--- src/rtl/bus_arbiter2_if.sv ---
// Bus bundle for the two-master / one-target arbiter: both master ports,
// the shared target port and the grant vector.
interface bus_arbiter2_if #(
  parameter int unsigned AWIDTH = 32,
  parameter int unsigned DWIDTH = 32
);
  localparam int unsigned SWIDTH = DWIDTH / 8;

  logic              m0_cyc_i;
  logic              m0_stb_i;
  logic              m0_we_i;
  logic [SWIDTH-1:0] m0_sel_i;
  logic [AWIDTH-1:0] m0_adr_i;
  logic [DWIDTH-1:0] m0_dat_i;
  logic [DWIDTH-1:0] m0_dat_o;
  logic              m0_ack_o;
  logic              m0_err_o;

  logic              m1_cyc_i;
  logic              m1_stb_i;
  logic              m1_we_i;
  logic [SWIDTH-1:0] m1_sel_i;
  logic [AWIDTH-1:0] m1_adr_i;
  logic [DWIDTH-1:0] m1_dat_i;
  logic [DWIDTH-1:0] m1_dat_o;
  logic              m1_ack_o;
  logic              m1_err_o;

  logic              s_cyc_o;
  logic              s_stb_o;
  logic              s_we_o;
  logic [SWIDTH-1:0] s_sel_o;
  logic [AWIDTH-1:0] s_adr_o;
  logic [DWIDTH-1:0] s_dat_o;
  logic [DWIDTH-1:0] s_dat_i;
  logic              s_ack_i;

  logic [1:0]        gnt_o;

  // Arbiter view
  modport slave (
    input  m0_cyc_i, m0_stb_i, m0_we_i, m0_sel_i, m0_adr_i, m0_dat_i,
    output m0_dat_o, m0_ack_o, m0_err_o,
    input  m1_cyc_i, m1_stb_i, m1_we_i, m1_sel_i, m1_adr_i, m1_dat_i,
    output m1_dat_o, m1_ack_o, m1_err_o,
    output s_cyc_o, s_stb_o, s_we_o, s_sel_o, s_adr_o, s_dat_o,
    input  s_dat_i, s_ack_i,
    output gnt_o
  );

  // Environment view: drives the masters and the target response
  modport master (
    output m0_cyc_i, m0_stb_i, m0_we_i, m0_sel_i, m0_adr_i, m0_dat_i,
    input  m0_dat_o, m0_ack_o, m0_err_o,
    output m1_cyc_i, m1_stb_i, m1_we_i, m1_sel_i, m1_adr_i, m1_dat_i,
    input  m1_dat_o, m1_ack_o, m1_err_o,
    input  s_cyc_o, s_stb_o, s_we_o, s_sel_o, s_adr_o, s_dat_o,
    output s_dat_i, s_ack_i,
    input  gnt_o
  );
endinterface

--- src/rtl/bus_arbiter2.sv ---
// Two-master Wishbone-classic arbiter: tenure-long grants, round-robin on
// ties, and a no-ack timeout that returns err to a stalled owner.
module bus_arbiter2 #(
  parameter int unsigned AWIDTH  = 32,
  parameter int unsigned DWIDTH  = 32,
  parameter int unsigned TIMEOUT = 255
) (
  input  logic             clk_i,
  input  logic             rst_i,
  bus_arbiter2_if.slave    bus
);
  localparam int unsigned SWIDTH = DWIDTH / 8;
  localparam int unsigned TMAX   = (TIMEOUT > 0) ? TIMEOUT - 1 : 0;
  localparam int unsigned CW     = (TMAX > 0) ? $clog2(TMAX + 1) : 1;

  typedef enum logic [1:0] {IDLE, GNT0, GNT1} state_t;

  state_t        state;
  logic [1:0]    gnt;
  logic          last;
  logic [CW-1:0] cnt;
  logic          err0;
  logic          err1;

  // Grant FSM, timeout counter and registered error pulses
  always_ff @(posedge clk_i or posedge rst_i) begin
    if (rst_i) begin
      state <= IDLE;
      gnt   <= 2'b00;
      last  <= 1'b1;
      cnt   <= '0;
      err0  <= 1'b0;
      err1  <= 1'b0;
    end else begin
      err0 <= 1'b0;
      err1 <= 1'b0;
      case (state)
        IDLE: begin
          cnt <= '0;
          // On a tie the master that did not own the bus last wins
          if (bus.m0_cyc_i && (!bus.m1_cyc_i || last)) begin
            state <= GNT0;
            gnt   <= 2'b01;
          end else if (bus.m1_cyc_i) begin
            state <= GNT1;
            gnt   <= 2'b10;
          end
        end
        GNT0: begin
          if (!bus.m0_cyc_i) begin
            last <= 1'b0;
            cnt  <= '0;
            if (bus.m1_cyc_i) begin
              state <= GNT1;
              gnt   <= 2'b10;
            end else begin
              state <= IDLE;
              gnt   <= 2'b00;
            end
          end else if (TIMEOUT != 0) begin
            if (bus.s_ack_i || !bus.m0_stb_i) begin
              cnt <= '0;
            end else if (cnt == CW'(TMAX)) begin
              cnt  <= '0;
              err0 <= 1'b1;
            end else begin
              cnt <= cnt + CW'(1);
            end
          end
        end
        GNT1: begin
          if (!bus.m1_cyc_i) begin
            last <= 1'b1;
            cnt  <= '0;
            if (bus.m0_cyc_i) begin
              state <= GNT0;
              gnt   <= 2'b01;
            end else begin
              state <= IDLE;
              gnt   <= 2'b00;
            end
          end else if (TIMEOUT != 0) begin
            if (bus.s_ack_i || !bus.m1_stb_i) begin
              cnt <= '0;
            end else if (cnt == CW'(TMAX)) begin
              cnt  <= '0;
              err1 <= 1'b1;
            end else begin
              cnt <= cnt + CW'(1);
            end
          end
        end
        default: begin
          state <= IDLE;
          gnt   <= 2'b00;
          cnt   <= '0;
        end
      endcase
    end
  end

  // Target-side mux and ack return path follow the current grant
  always_comb begin
    bus.s_cyc_o  = 1'b0;
    bus.s_stb_o  = 1'b0;
    bus.s_we_o   = 1'b0;
    bus.s_sel_o  = SWIDTH'(0);
    bus.s_adr_o  = AWIDTH'(0);
    bus.s_dat_o  = DWIDTH'(0);
    bus.m0_ack_o = 1'b0;
    bus.m1_ack_o = 1'b0;
    case (state)
      GNT0: begin
        bus.s_cyc_o  = bus.m0_cyc_i;
        bus.s_stb_o  = bus.m0_stb_i;
        bus.s_we_o   = bus.m0_we_i;
        bus.s_sel_o  = bus.m0_sel_i;
        bus.s_adr_o  = bus.m0_adr_i;
        bus.s_dat_o  = bus.m0_dat_i;
        bus.m0_ack_o = bus.s_ack_i;
      end
      GNT1: begin
        bus.s_cyc_o  = bus.m1_cyc_i;
        bus.s_stb_o  = bus.m1_stb_i;
        bus.s_we_o   = bus.m1_we_i;
        bus.s_sel_o  = bus.m1_sel_i;
        bus.s_adr_o  = bus.m1_adr_i;
        bus.s_dat_o  = bus.m1_dat_i;
        bus.m1_ack_o = bus.s_ack_i;
      end
      default: ;
    endcase
  end

  // Read data is broadcast; masters qualify it with their own ack
  assign bus.m0_dat_o = bus.s_dat_i;
  assign bus.m1_dat_o = bus.s_dat_i;
  assign bus.m0_err_o = err0;
  assign bus.m1_err_o = err1;
  assign bus.gnt_o    = gnt;

endmodule

--- src/flat_wrapper.sv ---
// flat-port wrapper written by rule: the top's interface ports become plain ports
module bus_arbiter2_flat 
#(
  parameter int unsigned AWIDTH  = 32,
  parameter int unsigned DWIDTH  = 32,
  parameter int unsigned TIMEOUT = 255
)
  (clk_i, rst_i, bus_m0_cyc_i, bus_m0_stb_i, bus_m0_we_i, bus_m0_sel_i, bus_m0_adr_i, bus_m0_dat_i, bus_m0_dat_o, bus_m0_ack_o, bus_m0_err_o, bus_m1_cyc_i, bus_m1_stb_i, bus_m1_we_i, bus_m1_sel_i, bus_m1_adr_i, bus_m1_dat_i, bus_m1_dat_o, bus_m1_ack_o, bus_m1_err_o, bus_s_cyc_o, bus_s_stb_o, bus_s_we_o, bus_s_sel_o, bus_s_adr_o, bus_s_dat_o, bus_s_dat_i, bus_s_ack_i, bus_gnt_o);
  bus_arbiter2_if #(.AWIDTH(AWIDTH), .DWIDTH(DWIDTH)) bus_i ();
  input  logic clk_i;
  input  logic rst_i;
  input wire logic [$bits(bus_i.m0_cyc_i)-1:0] bus_m0_cyc_i;
  input wire logic [$bits(bus_i.m0_stb_i)-1:0] bus_m0_stb_i;
  input wire logic [$bits(bus_i.m0_we_i)-1:0] bus_m0_we_i;
  input wire logic [$bits(bus_i.m0_sel_i)-1:0] bus_m0_sel_i;
  input wire logic [$bits(bus_i.m0_adr_i)-1:0] bus_m0_adr_i;
  input wire logic [$bits(bus_i.m0_dat_i)-1:0] bus_m0_dat_i;
  output wire logic [$bits(bus_i.m0_dat_o)-1:0] bus_m0_dat_o;
  output wire logic [$bits(bus_i.m0_ack_o)-1:0] bus_m0_ack_o;
  output wire logic [$bits(bus_i.m0_err_o)-1:0] bus_m0_err_o;
  input wire logic [$bits(bus_i.m1_cyc_i)-1:0] bus_m1_cyc_i;
  input wire logic [$bits(bus_i.m1_stb_i)-1:0] bus_m1_stb_i;
  input wire logic [$bits(bus_i.m1_we_i)-1:0] bus_m1_we_i;
  input wire logic [$bits(bus_i.m1_sel_i)-1:0] bus_m1_sel_i;
  input wire logic [$bits(bus_i.m1_adr_i)-1:0] bus_m1_adr_i;
  input wire logic [$bits(bus_i.m1_dat_i)-1:0] bus_m1_dat_i;
  output wire logic [$bits(bus_i.m1_dat_o)-1:0] bus_m1_dat_o;
  output wire logic [$bits(bus_i.m1_ack_o)-1:0] bus_m1_ack_o;
  output wire logic [$bits(bus_i.m1_err_o)-1:0] bus_m1_err_o;
  output wire logic [$bits(bus_i.s_cyc_o)-1:0] bus_s_cyc_o;
  output wire logic [$bits(bus_i.s_stb_o)-1:0] bus_s_stb_o;
  output wire logic [$bits(bus_i.s_we_o)-1:0] bus_s_we_o;
  output wire logic [$bits(bus_i.s_sel_o)-1:0] bus_s_sel_o;
  output wire logic [$bits(bus_i.s_adr_o)-1:0] bus_s_adr_o;
  output wire logic [$bits(bus_i.s_dat_o)-1:0] bus_s_dat_o;
  input wire logic [$bits(bus_i.s_dat_i)-1:0] bus_s_dat_i;
  input wire logic [$bits(bus_i.s_ack_i)-1:0] bus_s_ack_i;
  output wire logic [$bits(bus_i.gnt_o)-1:0] bus_gnt_o;
  assign bus_i.m0_cyc_i = bus_m0_cyc_i;
  assign bus_i.m0_stb_i = bus_m0_stb_i;
  assign bus_i.m0_we_i = bus_m0_we_i;
  assign bus_i.m0_sel_i = bus_m0_sel_i;
  assign bus_i.m0_adr_i = bus_m0_adr_i;
  assign bus_i.m0_dat_i = bus_m0_dat_i;
  assign bus_m0_dat_o = bus_i.m0_dat_o;
  assign bus_m0_ack_o = bus_i.m0_ack_o;
  assign bus_m0_err_o = bus_i.m0_err_o;
  assign bus_i.m1_cyc_i = bus_m1_cyc_i;
  assign bus_i.m1_stb_i = bus_m1_stb_i;
  assign bus_i.m1_we_i = bus_m1_we_i;
  assign bus_i.m1_sel_i = bus_m1_sel_i;
  assign bus_i.m1_adr_i = bus_m1_adr_i;
  assign bus_i.m1_dat_i = bus_m1_dat_i;
  assign bus_m1_dat_o = bus_i.m1_dat_o;
  assign bus_m1_ack_o = bus_i.m1_ack_o;
  assign bus_m1_err_o = bus_i.m1_err_o;
  assign bus_s_cyc_o = bus_i.s_cyc_o;
  assign bus_s_stb_o = bus_i.s_stb_o;
  assign bus_s_we_o = bus_i.s_we_o;
  assign bus_s_sel_o = bus_i.s_sel_o;
  assign bus_s_adr_o = bus_i.s_adr_o;
  assign bus_s_dat_o = bus_i.s_dat_o;
  assign bus_i.s_dat_i = bus_s_dat_i;
  assign bus_i.s_ack_i = bus_s_ack_i;
  assign bus_gnt_o = bus_i.gnt_o;
  bus_arbiter2 #(.AWIDTH(AWIDTH), .DWIDTH(DWIDTH), .TIMEOUT(TIMEOUT)) u_core (.clk_i(clk_i), .rst_i(rst_i), .bus(bus_i));
endmodule
--- config.mk ---
export PLATFORM = sky130hd
export DESIGN_NAME = bus_arbiter2_flat
export DESIGN_NICKNAME = d
export VERILOG_FILES = /design/src/rtl/bus_arbiter2_if.sv /design/src/rtl/bus_arbiter2.sv /design/src/flat_wrapper.sv
export SDC_FILE = /design/constraint.sdc
export NUM_CORES = 1
export LEC_CHECK = 0
export ABC_AREA = 1
export BUFFER_PORTS_ARGS = -buffer_cell sky130_fd_sc_hd__buf_2
export CAP_MARGIN = 0
export CORE_AREA = 4 4 123 125
export DETAILED_ROUTE_END_ITERATION = 10
export DIE_AREA = 0 0 127 129
export HOLD_SLACK_MARGIN = 0.1
export SLEW_MARGIN = 40
export SYNTH_ARGS = -nofsm -noshare
export SYNTH_HDL_FRONTEND = slang
export SYNTH_SLANG_ARGS = --single-unit
--- constraint.sdc ---
create_clock -name clk_i -period 1.7 [get_ports clk_i]
set_clock_uncertainty 0.2 [all_clocks]
set_input_delay 0.17 -clock clk_i [delete_from_list [all_inputs] [get_ports clk_i]]
set_output_delay 0.17 -clock clk_i [all_outputs]
set_load 0.005 [all_outputs]
# After elaboration in Yosys (flattened, before gate mapping)
# Cells that the tools add are included.
# totals
in_bits,177
out_inout_bits,141
reg_bits,13
word_cells,54
# op_classes
muxes,31
eq_ne,6
add_sub_neg,1
reduce_logical,11
# op_table
operator,n
32-bit case mux with 2 select lines,2
8-bit two-way mux,5
8-bit case mux with 2 select lines,1
1-bit two-way mux,12
2-bit two-way mux,5
8-bit by 1-bit adder with 8-bit output (second input constant),1
8-bit equality test (second input constant),1
1-bit case mux with 2 select lines,4
4-bit case mux with 2 select lines,1
2-bit case mux with 3 select lines,1
3-bit AND reduction,2
2-bit != test (second input constant),2
1-bit logical NOT,3
1-bit logical OR,3
3-bit by 2-bit != test with 1-bit output (second input constant),1
2-bit by 1-bit equality test with 1-bit output (second input constant),1
2-bit equality test (second input constant),1
2-bit logical NOT,1
2-bit nonzero test,1
1-bit logical AND,1

# Longest topological paths before layout
# depth
ltp_word,5
mapped_depth,9

# Worst setup path after synthesis
# No wires, ideal clock.
# synth_timing
path_type,reg2out
start,register u_core.state[0]
end,output port bus_s_cyc_o
n_path_buf,1
setup_slack_ns,0.072
stages_incl_launch_ff,6
arrival_ns,1.258
path_cell_list,dfrtp_1 > inv_1 > ha_1 > inv_2 > clkbuf_1 > nor2_1
# synth_between
elab_chain_cells,2
word_cells_on_any_way,3
# synth_rtl
item,line_no,rtl
"start, declared",bus_arbiter2.sv:18,state_t state;
"start signal, assigned",bus_arbiter2.sv:28,state <= IDLE;
"start signal, assigned",bus_arbiter2.sv:42,state <= GNT0;
"start signal, assigned",bus_arbiter2.sv:45,state <= GNT1;
2-bit equality test or 2-bit by 1-bit equality test with 1-bit output (tied branches),bus_arbiter2.sv:112,case (state)
1-bit case mux with 2 select lines (*),bus_arbiter2.sv:112,
"end, declared",flat_wrapper.sv:30,output wire logic [$bits(bus_i.s_cyc_o)-1:0] bus_s_cyc_o;
# Every way passes the cells marked *; elsewhere a longest branch is shown, timed or not.

# Final worst setup path
# layout_timing
start,register u_core.state[1]
end,output port bus_s_adr_o[31]
# layout_between
elab_chain_cells,2
word_cells_on_any_way,3
# layout_rtl
item,line_no,rtl
2-bit equality test or 2-bit by 1-bit equality test with 1-bit output (tied branches),bus_arbiter2.sv:112,
32-bit case mux with 2 select lines (*),bus_arbiter2.sv:112,
"end, declared",flat_wrapper.sv:34,output wire logic [$bits(bus_i.s_adr_o)-1:0] bus_s_adr_o;
# Marked as above.

==> results.py <==
metrics = {
    "pwr": {
        "swShare": 0.472,
        "worst_ir_drop_vdd_mv": 0.528,
        "power_mw": 5.32,
        "power.internal_mw": 2.81,
        "pwr-share-comb": 0.846,
        "pwr-share-clk": 0.083,
        "leakage_nw": 2.00,
        "p_switching_mw": 2.51,
        "seqPwrFrac": 0.071,
        "p_per_area_nw_per_um2": 1370,
    },
    "routing": {
        "wl_met2_mm": 5.84,
        "routed_wirelength_mm": 11.5,
        "ant_nets": 0,
        "wl_met3_mm": 1.36,
        "via_count": 3147,
        "vias_per_cell": 4.13,
        "drt-initial-drc-count": 154,
        "drc_errors": 0,
        "drtPass1Iterations": 4,
        "routedWlPerCell_um": 15.0,
        "wl_met1_mm": 4.05,
        "maxUsedRoutingLayer": "met5",
    },
    "layout": {
        "final_area_sq_um": 3890,
        "post_route_cells_drive_above_1_share": 0.577,
        "fillCellCount": 1568,
        "nets": 765,
        "postLayoutCoreUtil": 0.281,
        "syn_to_final_growth_pct": 70.1,
    },
    "die": {
        "row_count": 43,
        "die_w_um": 127,
        "core_area_sq_um": 13900,
        "floorplan.initialDensity": 0.165,
        "die_h_um": 129,
        "dieArea_sq_um": 16400,
        "ioPinCount": 318,
    },
    "timing": {
        "layout_setup_ws_ns": -0.241,
        "finalCritPeriodShare": 1.14,
        "timing.final.hold_violations": 0,
        "slew_violations": 0,
        "fmax_mhz": 515,
        "setup_viol": 81,
        "worstMarginPinSlew_ns": 0.504,
        "tns_ns": -14.21,
        "period_minus_slack_ns": 1.94,
        "whs_ns": 0.107,
        "relSlewSlack": 0.663,
        "rsz0062_at_grt": "yes",
    },
    "global_routing": {
        "grt_remaining_overflow": 0,
        "grt_max_degree": 30,
        "antenna_found_initial": 2,
        "grt_pass1_wl_mm": 15.0,
        "grt_usage": 0.115,
        "grt_pass1_vias": 2894,
    },
    "clock_tree": {
        "clk_path_buf_depth": 2,
        "cts.sinks": 13,
        "cts_tree": "built",
        "cts_root_buf": "clkbuf_16",
        "htree_levels": 1,
        "insertion_delay_ns": 0.24,
        "cts_buffers": 3,
        "cts.clk_slew.worst_paths_ns": 0.04,
    },
    "outcome": {
        "violations": "setup timing",
        "status": "finished with violations",
    },
    "synth": {
        "synth.distinct_cells": 21,
        "synth-seq-area-share": 0.143,
        "ys_warn_count": 0,
        "synth.area.top_cells": "nand2_1 (29%), buf_4 (21%), a21oi_1 (16%)",
        "synth_cells": 401,
        "syn_avg_cell_area_sq_um": 5.71,
        "synthesis.nets": 584,
        "synth_top_area_cell": "nand2_1",
        "ys_ff_latch": 13,
        "synth_top_cell_area_share": 0.285,
        "syn_area_sq_um": 2290,
    },
    "setup_path": {
        "critPathRequiredTime_ns": 1.33,
        "end_kind": "output port",
        "critPathMaxFanout": 6,
        "crit_arrival_ns": 1.57,
        "crit_type": "reg2out",
        "startpoint_type": "register",
    },
    "placement": {
        "post_dp_cell_area_sq_um": 3240,
        "gp_congestion": 0.773,
        "dp_hpwl_mm": 8.53,
        "portBuffers": 221,
    },
    "flow_run": {
        "maxCapViolCount": 0,
    },
    "min_path": {
        "min_path_type": "in2reg",
    },
}
-- area by class of cell --
cell class | count | area (sq um) | area share
diodes | 1 | 2.50 | 0.000643
clock buffers | 4 | 78.8 | 0.0202
inverters | 19 | 76.3 | 0.0196
multi-input cells | 282 | 1550 | 0.397
flip-flops and latches | 13 | 327 | 0.0839
well taps | 180 | 225 | 0.0578
repair buffers | 263 | 1640 | 0.421
-- timing repair --
| item | CTS | global route |
|---|---|---|
| pin swaps | 4 | 11 |
| hold endpoints to repair | 14 | 0 |
| gates resized for setup | 27 | 64 |
| setup endpoints to repair | 83 | 83 |
| buffers inserted | 2 | 6 |
| cloned | 1 | 6 |
| hold buffers | 2 | 0 |
-- layout by cell type, fill, tap and decap left out, types with 2 or more instances in the layout --
master and count:
buf_2 221, nand2_1 157, a21oi_1 41, a21oi_2 30, buf_4 20, inv_1 15, dfrtp_1 12, nand2_2 11
buf_12 8, nand2_4 7, nor2_2 7, clkbuf_16 7, buf_6 5, nor2_1 4, nand3_1 4, nor2_4 4
inv_2 3, ha_4 3, ha_1 3, buf_8 3, nand4_1 2, nand3_2 2, xor2_1 2, dlygate4sd3_1 2
-- per-stage QoR --
stage,worst slack [ns],cells
CTS,-0.236,751
global route,-0.320,762
global placement,-0.0663,742
finish,-0.241,762
detailed placement,-0.107,742
floorplan,0.0719,401
-- layer usage --
layer / track usage / up-vias
li1: - / 1551
met1: 0.125 / 1386
met3: 0.0436 / 24
met5: 0 / -
met4: 0.0328 / 2
met2: 0.209 / 184
-- path summary, 6_finish.rpt --
check | slack (ns) | endpoint | from | depth (start not counted)
setup reg to reg | -0.07 | u_core.cnt[5]$_DFF_PP0_ | u_core.state[1]$_DFFE_PP0P_ | 7
max in group asynchronous | 0.64 | u_core.last$_DFFE_PP1P_ | rst_i | 3
hold reg to reg | 0.30 | u_core.last$_DFFE_PP1P_ | u_core.last$_DFFE_PP1P_ | 2
hold / removal | 0.11 | u_core.last$_DFFE_PP1P_ | bus_m1_cyc_i | 4
setup / recovery | -0.24 | bus_s_adr_o[31] | u_core.state[1]$_DFFE_PP0P_ | 7
min in group asynchronous | 0.30 | u_core.cnt[1]$_DFF_PP0_ | rst_i | 3
-- sequential cells by signal, summed over array words and instances (netlist names) --
signal,flops
u_core.bus.m0_err_o,1
u_core.bus.m1_err_o,1
u_core.cnt,8
u_core.last,1
u_core.state,2
-- synthesized netlist by cell type --
master and number:
nand2_1 174, a21oi_1 72, buf_4 65, inv_1 18
nor2_1 13, dfrtp_1 12, buf_2 8, buf_6 7
clkbuf_1 7, ha_1 6, nand3_1 4, nand3_2 3
nand4_1 2, nor2_2 2, xor2_1 2, dfstp_2 1
inv_2 1, nand2_2 1, o21ai_0 1, o21bai_1 1
xnor2_1 1
-- critical path: stages, from the launching register on --
cell and delay [ns]:
dfrtp_1 0.39, inv_2 0.12, ha_4 0.23, buf_12 0.13, clkbuf_16 0.15, nand2_2 0.06, a21oi_2 0.12, buf_2 0.12
-- cells by family (layout without fill, tap and decap cells) --
group	Yosys count	count (layout)	share of synthesized area
XOR/XNOR	3	3	0.0115
other	0	1	0
buffers and inverters	106	286	0.308
flip-flops	13	13	0.143
adder cells (fa/ha/maj)	6	6	0.0328
AO/OA/AOI/OAI	74	74	0.163
AND/OR/NAND/NOR	199	199	0.342
-- power groups by stage --
stage | Clock [mW] | Combinational, mW | Sequential [mW]
after floorplan | 0 | 1.78 | 0.388
after global placement | 0 | 3.26 | 0.379
after detailed placement | 0 | 3.26 | 0.380
after CTS | 0.456 | 3.65 | 0.378
after global routing | 0.477 | 4.90 | 0.384
final | 0.443 | 4.50 | 0.379
Power figures use the tool's default switching activity.
